<file path="src/rtl/red_pitaya_fads_sort_sched.sv">
// FADS sort-pulse scheduler: queues time-stamped sort decisions and replays them as pulses.
// Optional FADS_SORT_MERGE_EN: due events during a pulse extend it instead of waiting.
module red_pitaya_fads_sort_sched #(
    parameter int QAW = 3,
    parameter int TW  = 32
) (
    input  logic          adc_clk_i,
    input  logic          adc_rstn_i,
    input  logic          enable_i,
    input  logic          flush_i,
    input  logic          req_i,
    input  logic [TW-1:0] cfg_delay_i,
    input  logic [TW-1:0] cfg_duration_i,
    input  logic [TW-1:0] cfg_holdoff_i,
    output logic          sort_trig_o,
    output logic          busy_o,
    output logic [QAW:0]  pending_o,
    output logic [TW-1:0] fired_cnt_o,
    output logic [TW-1:0] drop_cnt_o,
    output logic [TW-1:0] late_cnt_o
);
    localparam int DEPTH = 1 << QAW;
    localparam logic [TW-1:0] MAXD = {1'b0, {(TW-1){1'b1}}};

    typedef enum logic [1:0] {IDLE, WAIT, PULSE, HOLD} state_t;

    state_t         state_q, state_d;
    logic [TW-1:0]  ts_q;
    logic [TW-1:0]  mem_q [DEPTH];
    logic [QAW-1:0] wr_q, rd_q;
    logic [QAW:0]   cnt_q, cnt_d;
    logic           due_q, late_q;
    logic [TW-1:0]  dur_q, dur_d, hold_q, hold_d;
    logic           trig_q, trig_d, busy_q;
    logic [TW-1:0]  fired_q, drop_q, late_cnt_q;

    logic           acc, push, drop, pop, fire, late_inc, end_p;
    logic           ne_keep, ne_pop;
    logic [TW-1:0]  dly, head, diff;

    assign acc     = req_i && enable_i && !flush_i;
    assign push    = acc && !cnt_q[QAW];
    assign drop    = acc && cnt_q[QAW];
    assign dly     = (cfg_delay_i > MAXD) ? MAXD : cfg_delay_i;
    assign head    = mem_q[rd_q];
    assign diff    = ts_q - head;
    assign ne_keep = (cnt_q != '0) || push;
    assign ne_pop  = (cnt_q[QAW:1] != '0) || push;

    always_comb begin
        state_d  = state_q;
        dur_d    = dur_q;
        hold_d   = hold_q;
        trig_d   = trig_q;
        pop      = 1'b0;
        fire     = 1'b0;
        late_inc = 1'b0;
        end_p    = 1'b0;
        unique case (state_q)
            IDLE: begin
                if (push) state_d = WAIT;
            end
            WAIT: begin
                if (due_q) begin
                    pop      = 1'b1;
                    fire     = 1'b1;
                    late_inc = late_q;
                    if (cfg_duration_i != '0) begin
                        dur_d   = cfg_duration_i;
                        trig_d  = 1'b1;
                        state_d = PULSE;
                    end else begin
                        state_d = ne_pop ? WAIT : IDLE;
                    end
                end
            end
            PULSE: begin
                if (dur_q > TW'(1)) dur_d = dur_q - 1'b1;
                else end_p = 1'b1;
`ifdef FADS_SORT_MERGE_EN
                if (due_q) begin
                    pop  = 1'b1;
                    fire = 1'b1;
                    if (cfg_duration_i != '0) begin
                        dur_d = cfg_duration_i;
                        end_p = 1'b0;
                    end
                end
`endif
                if (end_p) begin
                    trig_d = 1'b0;
                    // holdoff of 0 or 1 is covered by the single WAIT cycle
                    if (cfg_holdoff_i > TW'(1)) begin
                        hold_d  = cfg_holdoff_i;
                        state_d = HOLD;
                    end else begin
                        state_d = (pop ? ne_pop : ne_keep) ? WAIT : IDLE;
                    end
                end
            end
            HOLD: begin
                if (hold_q > TW'(2)) hold_d = hold_q - 1'b1;
                else state_d = ne_keep ? WAIT : IDLE;
            end
            default: state_d = IDLE;
        endcase
        if (flush_i) begin
            state_d  = IDLE;
            trig_d   = 1'b0;
            pop      = 1'b0;
            fire     = 1'b0;
            late_inc = 1'b0;
        end
    end

    always_comb begin
        cnt_d = cnt_q;
        if (flush_i) cnt_d = '0;
        else if (push && !pop) cnt_d = cnt_q + 1'b1;
        else if (pop && !push) cnt_d = cnt_q - 1'b1;
    end

    // due = accept-edge ts + 1 + delay, so the registered compare adds the second cycle
    always_ff @(posedge adc_clk_i) begin
        if (push) mem_q[wr_q] <= ts_q + dly + 1'b1;
    end

    always_ff @(posedge adc_clk_i or negedge adc_rstn_i) begin
        if (!adc_rstn_i) begin
            state_q    <= IDLE;
            ts_q       <= '0;
            wr_q       <= '0;
            rd_q       <= '0;
            cnt_q      <= '0;
            due_q      <= 1'b0;
            late_q     <= 1'b0;
            dur_q      <= '0;
            hold_q     <= '0;
            trig_q     <= 1'b0;
            busy_q     <= 1'b0;
            fired_q    <= '0;
            drop_q     <= '0;
            late_cnt_q <= '0;
        end else begin
            state_q <= state_d;
            ts_q    <= ts_q + 1'b1;
            dur_q   <= dur_d;
            hold_q  <= hold_d;
            trig_q  <= trig_d;
            cnt_q   <= cnt_d;
            busy_q  <= (state_d != IDLE) || (cnt_d != '0);
            if (flush_i) begin
                wr_q <= '0;
                rd_q <= '0;
            end else begin
                if (push) wr_q <= wr_q + 1'b1;
                if (pop) rd_q <= rd_q + 1'b1;
            end
            if (flush_i || pop || cnt_q == '0) begin
                due_q  <= 1'b0;
                late_q <= 1'b0;
            end else begin
                due_q  <= !diff[TW-1];
                late_q <= !diff[TW-1] && (diff != '0);
            end
            if (fire) fired_q <= fired_q + 1'b1;
            if (late_inc) late_cnt_q <= late_cnt_q + 1'b1;
            if (drop && drop_q != '1) drop_q <= drop_q + 1'b1;
        end
    end

    assign sort_trig_o = trig_q;
    assign busy_o      = busy_q;
    assign pending_o   = cnt_q;
    assign fired_cnt_o = fired_q;
    assign drop_cnt_o  = drop_q;
    assign late_cnt_o  = late_cnt_q;

endmodule
</file>
<file path="config.mk">
export PLATFORM = sky130hd
export DESIGN_NAME = red_pitaya_fads_sort_sched
export DESIGN_NICKNAME = d
export VERILOG_FILES = /design/src/rtl/red_pitaya_fads_sort_sched.sv
export SDC_FILE = /design/constraint.sdc
export NUM_CORES = 1
export LEC_CHECK = 0
export CORE_ASPECT_RATIO = 1.2
export CORE_MARGIN = 10
export CORE_UTILIZATION = 55
export CTS_BUF_LIST = sky130_fd_sc_hd__clkbuf_4
export DETAILED_ROUTE_END_ITERATION = 7
export GPL_TIMING_DRIVEN = 0
export PLACE_DENSITY = 0.76
export SETUP_SLACK_MARGIN = 0.05
export SLEW_MARGIN = 5
export SYNTH_ARGS = -nofsm -noshare
export SYNTH_HDL_FRONTEND = slang
export SYNTH_SLANG_ARGS = --single-unit
</file>
<file path="constraint.sdc">
create_clock -name adc_clk_i -period 4.9 [get_ports adc_clk_i]
set_input_delay 0.735 -clock adc_clk_i [delete_from_list [all_inputs] [get_ports adc_clk_i]]
set_output_delay 0.735 -clock adc_clk_i [all_outputs]
set_load 0.02 [all_outputs]
</file>
Yosys cells after proc, flatten, opt, wreduce, memory -nomap -nowiden
Memory sizes are Yosys's and may differ from the RTL's.
Cells that the tools add are included.

storage, ports and cells
  register bits after elaboration = 208
  bits in latches = 0
  memory bits (writable) = 256
  ROM bits = 0
  input port bits = 101
  logic and storage cells = 122
  memories kept = 1

memory list
  memory  depth  bits a word  read ports  clocked after memory_dff  wr ports  line  source
  mem_q   8      32           1           0                         1         29    logic [TW-1:0] mem_q [DEPTH];

cells by class
  add/sub/neg operators = 13
  $mul = 0
  divide/modulo/power cells = 0
  magnitude comparators = 4
  equal/unequal tests = 13
  shifts and indexed selects = 0
  mux-type cells = 43
  bitwise gates (word level) = 0
  reduce and logical (&&, ||, !) cells = 34

operator list
  operator                                              number
  two-way mux 32 bit                                    7
  adder 32 x 1 -> 32 bit, second input constant         5
  one-hot mux 32 bit (2 select lines)                   2
  > comparator 32 x 1 -> 1 bit, second input constant   2
  nonzero test 32 bit                                   2
  subtractor 32 x 1 -> 32 bit, second input constant    2
  adder 32 bit                                          1
  > comparator 32 x 2 -> 1 bit, second input constant   1
  > comparator 32 x 31 -> 1 bit, second input constant  1
  inequality test 32 bit, second input constant         1
  subtractor 32 bit                                     1
  two-way mux 1 bit                                     18
  two-way mux 2 bit                                     7
  two-way mux 3 bit                                     4
  two-way mux 4 bit                                     3
  inequality test 2 bit, second input constant          6
  AND reduction 4 bit                                   3
  nonzero test 2 bit                                    5
  inequality test 3 bit, second input constant          3
  logical AND 1 bit                                     8
  one-hot mux 2 bit (4 select lines)                    1
  nonzero test 4 bit                                    2
  adder 3 x 1 -> 3 bit, second input constant           2
  nonzero test 3 bit                                    2
  9 further kinds                                       18

Longest topological paths before layout
Gate-level depths: netlist of run 1.

  depth after elaboration = 11
  mapped depth = 16
  depth with buffers taken out = 14

Worst setup path after synthesis of run 1
Ideal clock, no wire load.

  path type = reg-to-reg
  start = reg rd_q[0]
  end = reg late_q
  setup time = 0.136 ns
  arrival = 4.482 ns
  data required time = 4.764 ns
  setup slack = 0.282 ns
  cell stages (with the launch flop) = 17
  buffers on the path = 2
  clock period less this slack = 4.618 ns
  cell sequence = dfrtp_1 > buf_1 > buf_1 > mux4_2 > mux2i_1 > inv_1 > fa_1 > nand2b_1 > a211oi_1 > o21ai_0 > a21oi_1 > a21oi_1 > o31ai_1 > xnor2_1 > o2111ai_1 > a2111oi_0 > a31oi_1

on the way
  longest elaborated chain between the ends = 5
  elaborated cells on any way between the ends = 6
  those cells by class = add/sub (1); mux (1); reduce/logical (3); memory (1)

ends and longest elaborated chain
  element                                                          line  source
  from (decl)                                                      30    logic [QAW-1:0] wr_q, rd_q;
  from (signal assigned)                                           157   if (pop) rd_q <= rd_q + 1'b1;
  memory (8 x 32 bit) (*)                                          n/a
  subtractor 32 bit (*)                                            46    assign diff = ts_q - head;
  nonzero test 32 bit / logical NOT 1 bit (equally long branches)  164   late_q <= !diff[TW-1] && (diff != '0);
  logical AND 1 bit (*)                                            164
  two-way mux 1 bit (*)                                            159   if (flush_i || pop || cnt_q == '0) begin
  to (signal assigned)                                             164
  to (decl)                                                        32    logic due_q, late_q;

Every way passes the cells marked *; elsewhere a longest branch is shown, timed or not.
A chain may end at the register's enable or synchronous reset.

Worst setup path in the final report of run 1
Ends and elaborated chain as after synthesis.

==> results.txt, run 1 <==
- For the worst flop-to-flop path, the logic depth is 16.
- Cell breakdown of the critical path: buf_4, buf_6, mux4_2, mux2i_1, ha_1, buf_2, nor4b_1, a31oi_1, o2111ai_1, nor4b_2, nand3_1, a2111oi_1, and4_1, nand4_1, a2111oi_2, a31oi_1
- Post-synth EDFFs: roughly 260
* Number of fill cells in the layout: between 3,000 and 4,000
- Entering global routing, the biggest net connects around 110 pins.
- Once the clock tree was built, the setup fixing pass inserted 0 buffers.
* Port buffer count: between 200 and 250
- Reg2Reg Capture Point: late_q
* Minimum period implied by the final worst setup slack: 4660 ps
* Die Footprint: 51,600 µm²
- Of the total synthesized cell area, the portion taken by AND, OR, NAND and NOR gates is approximately 15%.
- Post-synthesis mux area share: between 7 and 8%
- Number of vias per cell after detailed routing: ~6
* Maximum count of clock buffers along a single path: 3
* Sequential cell area: between 10,000 and 15,000 µm²
- HPWL after DPL: 44,900 µm
- For this run, the slowest stage of the critical path takes 540 ps.
- The floorplan step defined a core boundary enclosing 42,600 µm².
* First-pass GRT wire length: 98,700 µm
- Leak pwr: 10.8 nW
- Worst ir drop on vdd: 0.254 mV
- Data arrives at the worst endpoint at ~5400 ps.
- After synthesis the cells add up to 23,600 µm².
- Row generation in the floorplan step produced 83 rows.
- Max-slew violation count: 0
- Setup violations remaining at the end of the flow were counted as 0.
- For this run, asynchronously set or reset flops after synthesis account for between 40% and 50%.
- Unrepaired setup endpoints after global routing: yes
- Setup clock skew after layout: ~45 ps
* Startpoint class of the critical path: flop
- Crit Path Max Fanout: 10
* Kind of path behind the tightest hold check: flop to flop
- Fmax achieved: around 0.21 GHz
- The count of endpoints failing hold in the final timing report came to 0.
- Worst R2R Setup Slack: roughly 240 ps
* Top cell type's share of synthesized area: ~33%
- Number of nets with antenna violations after routing: 0
* Tightest slew margin relative to the limit: between 30 and 40%
* Share of post-route cells with drive strength above 1: between 10% and 20%
* Final weighted congestion of routability-driven global placement: ~0.95
- The H-tree was split into 3 levels.
* Part of the cycle the worst path needs: 95.0%
* Flip-flop and latch count after synthesis: roughly 460
- GR Util All Layers: about a quarter
* Initial antenna violation count: 1
- Ranked by total cell area, the synthesized netlist is headed by edfxtp_1 33%, dfrtp_1 22%, mux4_2 6.1%.
* Commonest cells post-synth: 256 x edfxtp_1, 208 x dfrtp_1, 168 x nor2_1
* Routed length per instance: 20.7 µm
- Status: complete, no violations
* Leftover overflow at the end of global routing: 0
- Count of vias placed by the detailed router: 18,000
- The Yosys step of the flow raised 0 warnings.
* Die H: 247 µm
* CP endpoint kind: flop
* Overall routed net length: 61,800 µm
- For this configuration, the core starts out at a cell density of 55.4%.
* Avg Inst Size Synth: around 12 µm²
* Critical path capture point: late_q
- Clock tree synthesis found a total of about 460 sinks.
- Synthesized netlist cell count: about 2,000
- Skew-Pair Late Insertion Delay: 870 ps
* Post-synthesis sequential area ratio: a little over half
* Adder-Cell Fraction of Synth Area: ~4.1%
* Worst path required time: between 5000 and 6000 ps
- Number of DRC violations after detailed routing: 0
- The largest total area in the synthesized netlist belongs to edfxtp_1.
- Overall power consumption after layout is estimated at 9.53 mW.
- Relative to the synthesized area, the layout overhead comes to 19.3%.
- Most numerous cell in the Yosys netlist: edfxtp_1
- The first routing iteration left between 1,000 and 1,500 violations.
* Layout Nets: 2,526
- around 200 I/O pins were placed.
- Worst-path clk slew: approximately 70 ps
- Summing the areas of all compound-gate instances in the mapped netlist gives around 11% of the synthesized area.
- Measured slew at the worst slew-check pin: between 900 and 1000 ps
- Reg-to-reg critical path startpoint: rd_q[0]
* Die Span X: ~210 µm
* Library cell used as clock root buffer: clkbuf_4
* Launch point of the critical path: rd_q[0]
- Path type of the worst setup path: flop to flop
- The number of global-route vias before repair was about 18,000.
- Counting every net in the synthesized netlist gives 2,195.
* Dominant combinational cell family by area after synthesis: simple AND/OR/NAND/NOR gates
* Number of optimization iterations in the first detailed-route pass: 6
- Area of the multi-input gates: between 10,000 and 15,000 µm²
- Total negative slack: 0 ps
- Synth Flop Type: edfxtp_1
- CTS tree: built
- Most numerous cell on the critical path: a31oi_1
- Synth Area in XOR/XNOR: between 6 and 7%
- Pwr/cell area: around 340 nW/µm²
* Slowest-stage cell, CP: mux4_2
* Count of maximum capacitance violations: 0
- Number of library cell types mapped by synthesis: 86
* Number of buffers added by the clock tree synthesis step: approximately 110
## state kept, by name, summed over array words and instances (netlist names)
register,count
hold_q,32
state_q,2
sort_trig_o,1
pending_o,4
due_q,1
rd_q,3
wr_q,3
busy_o,1
mem_q,256
fired_cnt_o,32
late_q,1
dur_q,32
ts_q,32
late_cnt_o,32
drop_cnt_o,32
## worst min path at each step
| stage | slack, ps | end | start | cells after the start |
|---|---|---|---|---|
| 3_5_place_dp | 470 | late_cnt_o[31] | late_cnt_o[31] | 1 |
| 3_3_place_gp | 460 | late_cnt_o[31] | late_cnt_o[31] | 1 |
| 5_1_grt | 470 | dur_q[0] | cfg_duration_i[0] | 3 |
| 4_1_cts | 400 | dur_q[0] | cfg_duration_i[0] | 3 |
| 6_report | 470 | late_cnt_o[31] | late_cnt_o[31] | 1 |
| 2_1_floorplan | 440 | busy_o | adc_rstn_i | 0 |
## metrics by stage
stage | instances | cell area (µm²) | hold slack (ps) | util (%) | setup slack [ps]
final | 2992 | 28100 | 473 | 66.1 | 243
after global routing | 2992 | 28100 | 468 | 66.1 | -3.88
after CTS | 2991 | 28100 | 403 | 66.0 | 55.1
after detailed placement | 2786 | 26600 | 466 | 62.4 | -1080
after global placement | 2771 | 26300 | 459 | 61.8 | -5830
after floorplan | 2018 | 23600 | 439 | - | 282
## critical path, delay by kind of cell (launching register included)
family                     cells  cell delay, ps
adders and majority gates      1             290
and+or+nand+nor                5            1070
muxes                          2             820
DFF                            1             420
buffers and inverters          3             670
AOI/OAI and AO/OA              5            1250
## logic make-up (layout without fill, tap and decap cells)
family                     after synthesis  count (layout)
AOI/OAI and AO/OA                      420             420
and+or+nand+nor                        673             673
adders and majority gates               76              76
muxes                                  102             102
DFF                                    464             464
xor gates and xnor gates               163             163
buffers and inverters                  120             540
other                                    0               2
## routing by layer
| layer | vias to the layer above | global-route usage (%) | wire length (µm) | part of all wire, % |
|---|---|---|---|---|
| met5 | - | 0 | 0 | 0 |
| met1 | 8875 | 30.6 | 25900 | 42 |
| met3 | 126 | 3.98 | 3940 | 6.4 |
| met2 | 676 | 39.4 | 30300 | 49 |
| li1 | 8298 | - | - | - |
| met4 | 0 | 9.43 | 1750 | 2.8 |
## layout make-up
| class | instances | share of cell area, % |
|---|---|---|
| Antenna cell | 2 | 0.0178 |
| Buffer | 73 | 1.31 |
| Clock buffer | 165 | 4.40 |
| Clock inverter | 38 | 0.720 |
| Inverter | 46 | 0.613 |
| Multi-Input combinational cell | 1434 | 36.7 |
| Sequential cell | 464 | 45.8 |
| Tap cell | 552 | 2.45 |
| Timing Repair Buffer | 218 | 8.00 |
## timing repair
| item | in CTS | in global routing |
|---|---|---|
| endpoints found under the hold margin | 99 | 0 |
| hold buffers | 2 | 0 |
| setup endpoints to repair | 2 | 9 |
| resized for setup | 47 | 11 |
## report_power, final
part           switching, mW  internal [mW]
combinational          0.951          0.621
sequential             0.331           4.46
clock                   1.56           1.60
## cells in the final DEF, fill, tap and decap left out, types with 9 or more instances in the layout
cell,Yosys,layout
nor3_1,49,47
nor2_1,168,162
clkinv_1,0,25
xnor2_1,119,119
clkbuf_1,49,41
o21ai_0,116,115
nor2b_1,15,15
dfrtp_1,208,208
nand2_1,149,149
or3_1,17,17
nand4_1,34,34
xor2_1,44,44
and3_1,29,29
or2_2,39,39
edfxtp_1,256,256
mux4_2,64,64
a31oi_1,11,11
o31ai_1,11,10
ha_1,74,74
nand2b_1,22,22
o21a_1,9,9
clkbuf_4,0,165
nor4_1,32,31
a21o_1,26,26
buf_6,3,10
mux2i_1,35,34
buf_4,1,9
inv_1,46,46
a22oi_1,16,16
a21oi_1,126,125
nand3_1,71,71
o21ai_1,17,18
buf_2,10,12
clkdlybuf4s50_1,0,200
Power figures use the tool's default switching activity.
==> run 2: changes to the inputs <==
==> constraint.sdc (replaced) <==
create_clock -name adc_clk_i -period 4.9 [get_ports adc_clk_i]
set_input_delay 0.735 -clock adc_clk_i [delete_from_list [all_inputs] [get_ports adc_clk_i]]
set_output_delay 0.735 -clock adc_clk_i [all_outputs]
set_load 0.1 [all_outputs]
==> results of run 2 <==
Same layout as run 1 (identical final DEF). Status: complete, no violations.
Among the figures that moved: total power 9.53 mW -> 9.70 mW; worst IR drop on VDD 0.254 mV -> 0.262 mV
